$ cat src/rtl/jstk_defs_pkg.sv
// Shared PmodJSTK link definitions: frame geometry, LED command prefix,
// link state encoding and frame packing helpers used by master and responder.
package jstk_defs_pkg;

  localparam int JSTK_FRAME_BYTES = 5;
  localparam int JSTK_FRAME_BITS  = JSTK_FRAME_BYTES * 8;
  localparam logic [5:0] JSTK_CMD_PREFIX = 6'b100000;

  typedef enum logic {
    IDLE  = 1'b0,
    SHIFT = 1'b1
  } jstk_state_t;

  // Byte 0 sits in the low byte so the byte index maps straight onto a part-select.
  function automatic logic [JSTK_FRAME_BITS-1:0] jstk_pack_frame(
    input logic [9:0] x,
    input logic [9:0] y,
    input logic [2:0] btn
  );
    return {5'b0, btn, 6'b0, y[9:8], y[7:0], 6'b0, x[9:8], x[7:0]};
  endfunction

  function automatic logic jstk_frame_bit(
    input logic [JSTK_FRAME_BITS-1:0] frame,
    input logic [2:0]                 byte_idx,
    input logic [2:0]                 bit_idx
  );
    logic [7:0] sel;
    sel = 8'h00;
    if (byte_idx < 3'(JSTK_FRAME_BYTES)) begin
      sel = frame[{byte_idx, 3'b000} +: 8];
    end
    return sel[3'd7 - bit_idx];
  endfunction

endpackage

$ cat src/rtl/sync_edge.sv
// Multi-flop synchronizer for one asynchronous pin, with registered
// rise/fall pulses aligned to the registered level output.
module sync_edge #(
  parameter int STAGES = 2
) (
  input  logic clk,
  input  logic clr,
  input  logic din,
  output logic level,
  output logic rise,
  output logic fall
);

  logic [STAGES-1:0] sync_q;
  logic              last_q;

  // Everything clears low so a pin already low at reset release shows no edge.
  always_ff @(posedge clk or posedge clr) begin
    if (clr) begin
      sync_q <= '0;
      last_q <= 1'b0;
      rise   <= 1'b0;
      fall   <= 1'b0;
    end else begin
      sync_q <= {sync_q[STAGES-2:0], din};
      last_q <= sync_q[STAGES-1];
      rise   <= sync_q[STAGES-1] & ~last_q;
      fall   <= ~sync_q[STAGES-1] & last_q;
    end
  end

  assign level = last_q;

endmodule

$ cat src/rtl/jstk_spi_responder.sv
// SPI mode-0 slave emulating a PmodJSTK: serves a 5-byte position/button
// frame on MISO and decodes the master's LED command from byte 0.
import jstk_defs_pkg::*;

module jstk_spi_responder #(
  parameter int SYNC_STAGES = 2
) (
  input  logic       clk,
  input  logic       clr,
  input  logic       SS,
  input  logic       SCLK,
  input  logic       MOSI,
  output logic       MISO,
  input  logic [9:0] x_pos,
  input  logic [9:0] y_pos,
  input  logic [2:0] buttons,
  output logic [1:0] led_cmd,
  output logic       cmd_valid,
  output logic       frame_done,
  output logic       frame_err
);

  logic ss_level_unused, ss_rise, ss_fall;
  logic sclk_level_unused, sclk_rise, sclk_fall;
  logic mosi_level, mosi_rise_unused, mosi_fall_unused;

  sync_edge #(.STAGES(SYNC_STAGES)) u_sync_ss (
    .clk   (clk),
    .clr   (clr),
    .din   (SS),
    .level (ss_level_unused),
    .rise  (ss_rise),
    .fall  (ss_fall)
  );

  sync_edge #(.STAGES(SYNC_STAGES)) u_sync_sclk (
    .clk   (clk),
    .clr   (clr),
    .din   (SCLK),
    .level (sclk_level_unused),
    .rise  (sclk_rise),
    .fall  (sclk_fall)
  );

  sync_edge #(.STAGES(SYNC_STAGES)) u_sync_mosi (
    .clk   (clk),
    .clr   (clr),
    .din   (MOSI),
    .level (mosi_level),
    .rise  (mosi_rise_unused),
    .fall  (mosi_fall_unused)
  );

  jstk_state_t                state;
  logic [2:0]                 bit_cnt;
  logic [2:0]                 byte_cnt;
  logic [JSTK_FRAME_BITS-1:0] frame_q;
  logic [6:0]                 rx_q;
  logic [7:0]                 rx_byte;
  logic [JSTK_FRAME_BITS-1:0] snap;

  assign rx_byte = {rx_q, mosi_level};
  assign snap    = jstk_pack_frame(x_pos, y_pos, buttons);

  // SS rise is tested first so it wins over an SCLK edge seen in the same cycle.
  always_ff @(posedge clk or posedge clr) begin
    if (clr) begin
      state      <= IDLE;
      bit_cnt    <= '0;
      byte_cnt   <= '0;
      frame_q    <= '0;
      rx_q       <= '0;
      MISO       <= 1'b0;
      led_cmd    <= 2'b00;
      cmd_valid  <= 1'b0;
      frame_done <= 1'b0;
      frame_err  <= 1'b0;
    end else begin
      cmd_valid  <= 1'b0;
      frame_done <= 1'b0;
      case (state)
        IDLE: begin
          MISO <= 1'b0;
          if (ss_fall) begin
            state    <= SHIFT;
            frame_q  <= snap;
            bit_cnt  <= '0;
            byte_cnt <= '0;
            rx_q     <= '0;
            MISO     <= snap[7];
          end
        end
        SHIFT: begin
          if (ss_rise) begin
            state      <= IDLE;
            MISO       <= 1'b0;
            frame_done <= 1'b1;
            frame_err  <= (byte_cnt < 3'(JSTK_FRAME_BYTES)) || (bit_cnt != 3'd0);
          end else if (sclk_rise) begin
            rx_q    <= rx_byte[6:0];
            bit_cnt <= bit_cnt + 3'd1;
            if (bit_cnt == 3'd7) begin
              if (byte_cnt < 3'(JSTK_FRAME_BYTES)) begin
                byte_cnt <= byte_cnt + 3'd1;
              end
              if ((byte_cnt == 3'd0) && (rx_byte[7:2] == JSTK_CMD_PREFIX)) begin
                led_cmd   <= rx_byte[1:0];
                cmd_valid <= 1'b1;
              end
            end
          end else if (sclk_fall) begin
            MISO <= jstk_frame_bit(frame_q, byte_cnt, bit_cnt);
          end
        end
        default: state <= IDLE;
      endcase
    end
  end

endmodule

$ cat config.mk
export PLATFORM = sky130hd
export DESIGN_NAME = jstk_spi_responder
export DESIGN_NICKNAME = d
export VERILOG_FILES = /design/src/rtl/jstk_defs_pkg.sv /design/src/rtl/sync_edge.sv /design/src/rtl/jstk_spi_responder.sv
export SDC_FILE = /design/constraint.sdc
export NUM_CORES = 1
export LEC_CHECK = 0
export ABC_AREA = 1
export CORE_ASPECT_RATIO = 0.75
export CORE_MARGIN = 8
export CORE_UTILIZATION = 40
export DETAILED_ROUTE_END_ITERATION = 16
export HOLD_SLACK_MARGIN = 0.03
export PLACE_DENSITY = 0.71
export RECOVER_POWER = 100
export SYNTH_ARGS = -nofsm -noshare
export SYNTH_HDL_FRONTEND = slang
export SYNTH_HIERARCHICAL = 1
export SYNTH_SLANG_ARGS = --single-unit
$ cat constraint.sdc
create_clock -name clk -period 1.45 [get_ports clk]
set_input_delay 0.145 -clock clk [delete_from_list [all_inputs] [get_ports clk]]
set_output_delay 0.145 -clock clk [all_outputs]
set_load 0.05 [all_outputs]
==> results of run 1 <==
==> timing repair <==
action,in CTS,in global routing
setup buffers,0,1
gates resized for setup,1,18
pin swaps,0,3
setup endpoints to repair,1,6
==> final cells by class <==
type	instances	share of cell area, %
flip-flops and latches	56	46.3
multi-input cells	174	28.5
repair buffers	45	13.5
inverters	39	5.02
well taps	78	3.21
clock buffers	6	2.39
clock inverters	2	1.15
==> worst max-delay path, stage by stage, from the launching register on <==
cell and delay (ns):
dfrtp_2 0.48, ha_4 0.18, ha_2 0.16, inv_2 0.05, nor2_2 0.04, o21ai_2 0.14
inv_2 0.07, nand2_2 0.06, o21ai_1 0.05, a21oi_1 0.11
==> power groups by stage <==
| stage | combinational [mW] | clock, mW | sequential (mW) |
|---|---|---|---|
| after global placement | 1.23 | 0 | 2.06 |
| after global routing | 1.45 | 1.08 | 2.11 |
| final | 1.29 | 0.992 | 2.07 |
| after CTS | 1.25 | 1.03 | 2.03 |
| after floorplan | 0.908 | 0 | 2.02 |
| after detailed placement | 1.25 | 0 | 2.06 |
==> through the flow <==
stage                     hold WS (ns)  instances  instance area, um^2  TNS [ns]  worst slack (ns)
final                            0.212        400                 3040         0            0.0392
after global routing             0.233        400                 3040   -0.0397           -0.0250
after CTS                       0.0868        399                 3010         0           0.00336
after detailed placement         0.338        391                 2900   -0.0168           -0.0168
after global placement           0.333        391                 2900         0            0.0367
after floorplan                 -0.101        277                 2440         0             0.137
==> cells in the final DEF, fill, tap and decap left out, drive strengths merged <==
cell / n
dfrtp: 56
nand4: 1
nor4: 3
a21oi: 7
o22ai: 6
bufinv: 1
clkinv: 1
buf: 11
nor2: 16
dlygate4sd3: 4
o21ai: 18
a41oi: 1
nand2: 96
ha: 5
nand3: 19
clkdlybuf4s50: 23
inv: 38
clkbuf: 13
or2: 2
clkinvlp: 1
==> flip-flops by register name, summed over array words and instances, names as in the netlist, 2 cells and up <==
signal              cells
bit_cnt                 3
byte_cnt                3
frame_q                23
led_cmd                 2
rx_q                    7
u_sync_mosi/sync_q      2
u_sync_sclk/sync_q      2
u_sync_ss/sync_q        2
==> routing by layer <==
metal  vias to the layer above  wire (um)
met4                         0         64
met2                        42       2010
met1                       880       2590
met5                         -          0
li1                        949          -
met3                         8        253
==> how the worst max path moves through the flow <==
stage / to / depth (start not counted) / slack (ns)
finish: byte_cnt[2]$_DFFE_PP0P_ / 9 / 0.04
global route: byte_cnt[2]$_DFFE_PP0P_ / 9 / -0.03
CTS: byte_cnt[2]$_DFFE_PP0P_ / 9 / 0.003
detailed placement: byte_cnt[2]$_DFFE_PP0P_ / 9 / -0.02
global placement: byte_cnt[2]$_DFFE_PP0P_ / 9 / 0.04
floorplan: MISO$_DFFE_PP0P_ / 10 / 0.14
==> summary.md, run 1 <==
| Metric | Value |
|---|---|
| Critical R2R Capture | byte_cnt[2]$_DFFE_PP0P_ |
| Maxcap violations | 0 |
| Worst clock skew | 0.00477 ns |
| Worst Setup Start Kind | register |
| P&R area growth vs syn | 24.7% |
| Mean Syn Cell Area | 8.79 um^2 |
| Final net count | 354 |
| Layer with the highest usage | met1 |
| Root Driver | clkbuf_8 |
| Layout cells sized above 1 | 16.1% |
| DRC errors left | 0 |
| Starting Density | 41.6% |
| Post-Route Utilization | 51.9% |
| First-pass GRT wire length | between 8000 and 9000 um |
| YS warnings | 6 |
| WP data required | 1.69 ns |
| P_leak | about 1.5 nW |
| Final hold violations | 0 |
| Pin count of the biggest net entering global routing | 44 |
| Drt initial violations | just over 100 |
| Hold buffer count at CTS | 0 |
| Buffers on Ports | 33 |
| Worst r2r src | bit_cnt[0]$_DFFE_PP0P_ |
| Core area | 0.00586 mm^2 |
| N_diodes | 0 |
| Clock latency on the worst-skew pair | around 0.31 ns |
| CTS tree | yes |
| Vias in the first global route | around 1900 |
| Sequential share of power | 47.6% |
| Worst Tran Pin Value | 0.599 ns |
| Clock Power Share | 22.8% |
| GRT Residual Overflow | 0 |
| Final Max Slew Viols | 0 |
| Total power | 4.36 mW |
| Post-Synthesis Cell Area | 0.00244 mm^2 |
| Max clock buf depth | 2 |
| Setup-failing EPs final | 0 |
| Initial antenna violation count | 0 |
| Hold Crit Class | primary input to async pin |
| Die X | 106 um |
| Total power divided by cell area | 1430 mW/mm^2 |
| Final Cycle Share | 97.3% |
| Drt first pass iters | 7 |
| Switching Share | 33.6% |
| Unrepaired setup endpoints after global routing | yes |
| Internal Pwr Total | 2.89 mW |
| Die Y | 83.6 um |
| Row count | 24 |
| TritonCTS Buffers | 5 |
| Total GRT Usage | 11.2% |
| WS Path Type | register to register |
| Post-Syn Nets | 310 |
| Via-to-Cell Ratio | 4.70 |
| Worst-case headroom to the max-slew limit | between 60 and 70% |
| Multi-input logic area | 865 um^2 |
| Critical path peak fanout | 7 |
| Max Freq | 0.709 GHz |
| M3 GR Usage | roughly 3.9% |
| Fill cell count | 557 |
| DP Wirelength | about 3600 um |
| Critical Path Sink Type | register |
| I/O pins | 34 |
| Register Area | around 0.0014 mm^2 |
| Worst R2R Setup Slack | 0.04 ns |
| Max VDD drop | 0.735 mV |
| Clock Sinks | between 50 and 60 |
| Die ar. | approximately 0.0089 mm^2 |
| NetSw | 1.46 mW |
| GR Util met2 | about 15% |
| Status | finished clean |
| Combinational Power Share | between 20% and 30% |
| H-Tree Depth | 2 |
| Vias | 1879 |
| Final WL | 4920 um |
| Post-synthesis cell count | 277 |
| ANT nets after route | 0 |
| Tmin final | 1.41 ns |
| R2r worst-path depth | 9 |
| Met1 usage | 15.7% |
| DR WL/cell | approximately 12 um |
| Crit path launch | bit_cnt[0]$_DFFE_PP0P_ |
| Worst path arrival time | 1.65 ns |
| Gpl congestion | 0.837 |
| Worst-path clk slew | 0.09 ns |
Power figures use the tool's default switching activity.
==> run 2: changes to the inputs <==
==> constraint.sdc (replaced) <==
create_clock -name clk -period 1.45 [get_ports clk]
set_input_delay 0.3625 -clock clk [delete_from_list [all_inputs] [get_ports clk]]
set_output_delay 0.3625 -clock clk [all_outputs]
set_load 0.05 [all_outputs]
==> run 2 against run 1 <==
Net effect:
- critical endpoint is now MISO$_DFFE_PP0P_
- non-clock buffer count grew 2
- total power rose by 3.5%
- critical path type unchanged
- final area increased by 0.95%
- sequential power hardly changed
- combinational power is 6% higher
- register-to-register slack is essentially flat
- fmax fell by 1.0%
- setup slack lost 0.014 ns
==> summary.md, run 2 (synthesized netlist as in run 1, its figures left out) <==
| Metric | Value |
|---|---|
| Maxcap violations | 0 |
| NetSw | 1.53 mW |
| Internal Pwr Total | 2.98 mW |
| Total GRT Usage | between 10 and 15% |
| Post-Route Utilization | a little over half |
| Pre-CTS setup slack | -0.0116 ns |
| GRT Residual Overflow | 0 |
| I/O pins | 34 |
| Final net count | ~360 |
| Unrepaired setup endpoints after global routing | yes |
| Total power divided by cell area | 1470 mW/mm^2 |
| Worst Tran Pin Value | between 0.5 and 0.6 ns |
| Critical path peak fanout | 6 |
| Clock Sinks | 56 |
| Initial antenna violation count | 0 |
| Drt first pass iters | 4 |
| Core area | 0.00586 mm^2 |
| Final Max Slew Viols | 0 |
| CP Cell Sequence | buf_4 -> inv_4 -> nand2_1 -> nand3_1 -> nand3_1 -> nand2_1 -> nand2_1 -> nand2_1 -> nand2_1 -> nand2_1 -> a21oi_1 |
| Hold Crit Class | register to register |
| Hold Startpoint | u_sync_ss/sync_q[0]$_DFF_PP0_ |
| P&R area growth vs syn | 25.9% |
| Pin count of the biggest net entering global routing | 44 |
| Switching Share | 33.9% |
| Commonest non-fill, non-tap cells in the layout | nand2_1, dfrtp_1, inv_1 |
| Status | finished clean |
| CTS tree | yes |
| Worst clock skew | 0.00657 ns |
| Worst-case headroom to the max-slew limit | 60.4% |
| Final worst setup slack | 0.0248 ns |
| Combinational Power Share | 30.4% |
| Root Driver | clkbuf_8 |
| Biggest register | frame_q |
| Clock latency on the worst-skew pair | 0.31 ns |
| Worst-path clk slew | 0.10 ns |
| Vias | 1888 |
| Final WL | 5150 um |
| Biggest regs | frame_q (23), rx_q (7) |
| Crit path launch | bit_cnt[0]$_DFFE_PP0P_ |
| Die ar. | 0.00887 mm^2 |
| Max VDD drop | 0.756 mV |
| WP data required | between 1.5 and 2 ns |
| DR WL/cell | 12.8 um |
| N_diodes | 0 |
| Max clock buf depth | 2 |
| Layout cells sized above 1 | roughly 16% |
| Hold slack | 0.357 ns |
| Buffers on Ports | 33 |
| Final hold violations | 0 |
| Final Cycle Share | between 90% and 100% |
| Sequential share of power | 45.9% |
| H-Tree Depth | 2 |
| Drt initial violations | 105 |
| Setup TNS Final | 0 ns |
| Die Y | 83.6 um |
| Starting Density | 41.6% |
| Gpl congestion | approximately 0.84 |
| Worst r2r src | bit_cnt[0]$_DFFE_PP0P_ |
| Clock Power Share | about a quarter |
| Setup-failing EPs final | 0 |
| Most common cell after layout, fill and taps aside | nand2_1 |
| WS Path Type | register to register |
| Via-to-Cell Ratio | 4.70 |
| First-pass GRT wire length | slightly below 9000 um |
| TritonCTS Buffers | 5 |
| Critical Path Most Common Cell | nand2_1 |
| DRC errors left | 0 |
| DP Wirelength | ~3700 um |
| CP max stage cell | dfrtp_2 |
| Vias in the first global route | 1958 |
| Max Freq | 0.702 GHz |
| Worst Setup Start Kind | register |
| Worst path arrival time | approximately 1.6 ns |
| Slowest stage delay, CP | 0.47 ns |
| ANT nets after route | 0 |
| Critical Path Sink Type | register |
| P_leak | 1.52 nW |
| Row count | 24 |
| Tmin final | 1.43 ns |
| Max FFs per register | 23 |
| Die X | ~110 um |
-- run 2: changes by cell type in the layout (fill, tap and decap cells not counted), sizes merged --
cell | previous run | this run
buf | 11 | 10
clkbuf | 13 | 16
-- run 2: what timing repair did --
item,4_1_cts,5_1_grt
pin swaps,0,5
gates cloned,0,0
buffers inserted,2,2
resized for setup,1,18
endpoints found under the setup margin,2,7
hold buffers,0,0
-- run 2: cell type report --
cell class / instances / area (um^2)
clock buffers: 6 / 82.6
multi-input cells: 174 / 876
clock inverters: 2 / 38.8
well taps: 78 / 97.6
fillers: 550 / 2790
repair buffers: 47 / 409
flip-flops and latches: 56 / 1410
inverters: 39 / 155
-- run 2: final timing paths --
path / endpoint / slack (ns) / cells past startpoint
setup / recovery: MISO$_DFFE_PP0P_ / 0.02 / 11
setup reg to reg: MISO$_DFFE_PP0P_ / 0.02 / 11
min in group asynchronous: u_sync_mosi/level$_DFF_PP0_ / 0.43 / 2
hold reg to reg: u_sync_ss/sync_q[1]$_DFF_PP0_ / 0.36 / 0
max in group asynchronous: bit_cnt[1]$_DFFE_PP0P_ / 0.27 / 3
hold / removal: u_sync_ss/sync_q[1]$_DFF_PP0_ / 0.36 / 0
-- run 2: power groups by stage --
stage / clock, mW / combinational, mW / sequential (mW)
2_1_floorplan: 0 / 0.908 / 2.02
3_3_place_gp: 0 / 1.26 / 2.06
3_5_place_dp: 0 / 1.28 / 2.07
4_1_cts: 1.10 / 1.32 / 2.04
5_1_grt: 1.15 / 1.56 / 2.11
6_report: 1.07 / 1.37 / 2.07
-- run 2: per-layer routing --
layer | routed length [um] | track usage [%]
met3 | 253 | 3.32
met5 | 0 | 0
met2 | 2110 | 17.5
met4 | 107 | 4.84
met1 | 2680 | 17.2
-- run 2: metrics by stage --
stage          instance area [um^2]  power (mW)  instances
4_1_cts                        3100        4.45        400
3_5_place_dp                   2960        3.35        390
2_1_floorplan                  2440        2.93        277
6_report                       3070        4.51        402
3_3_place_gp                   2960        3.33        390
5_1_grt                        3070        4.82        402
-- run 2: critical path: cells and delay by family, from the launching register on --
kind	cells	cell delay, ns
simple gates	8	0.52
flops	1	0.47
buf+inv	2	0.25
compound gates	1	0.06
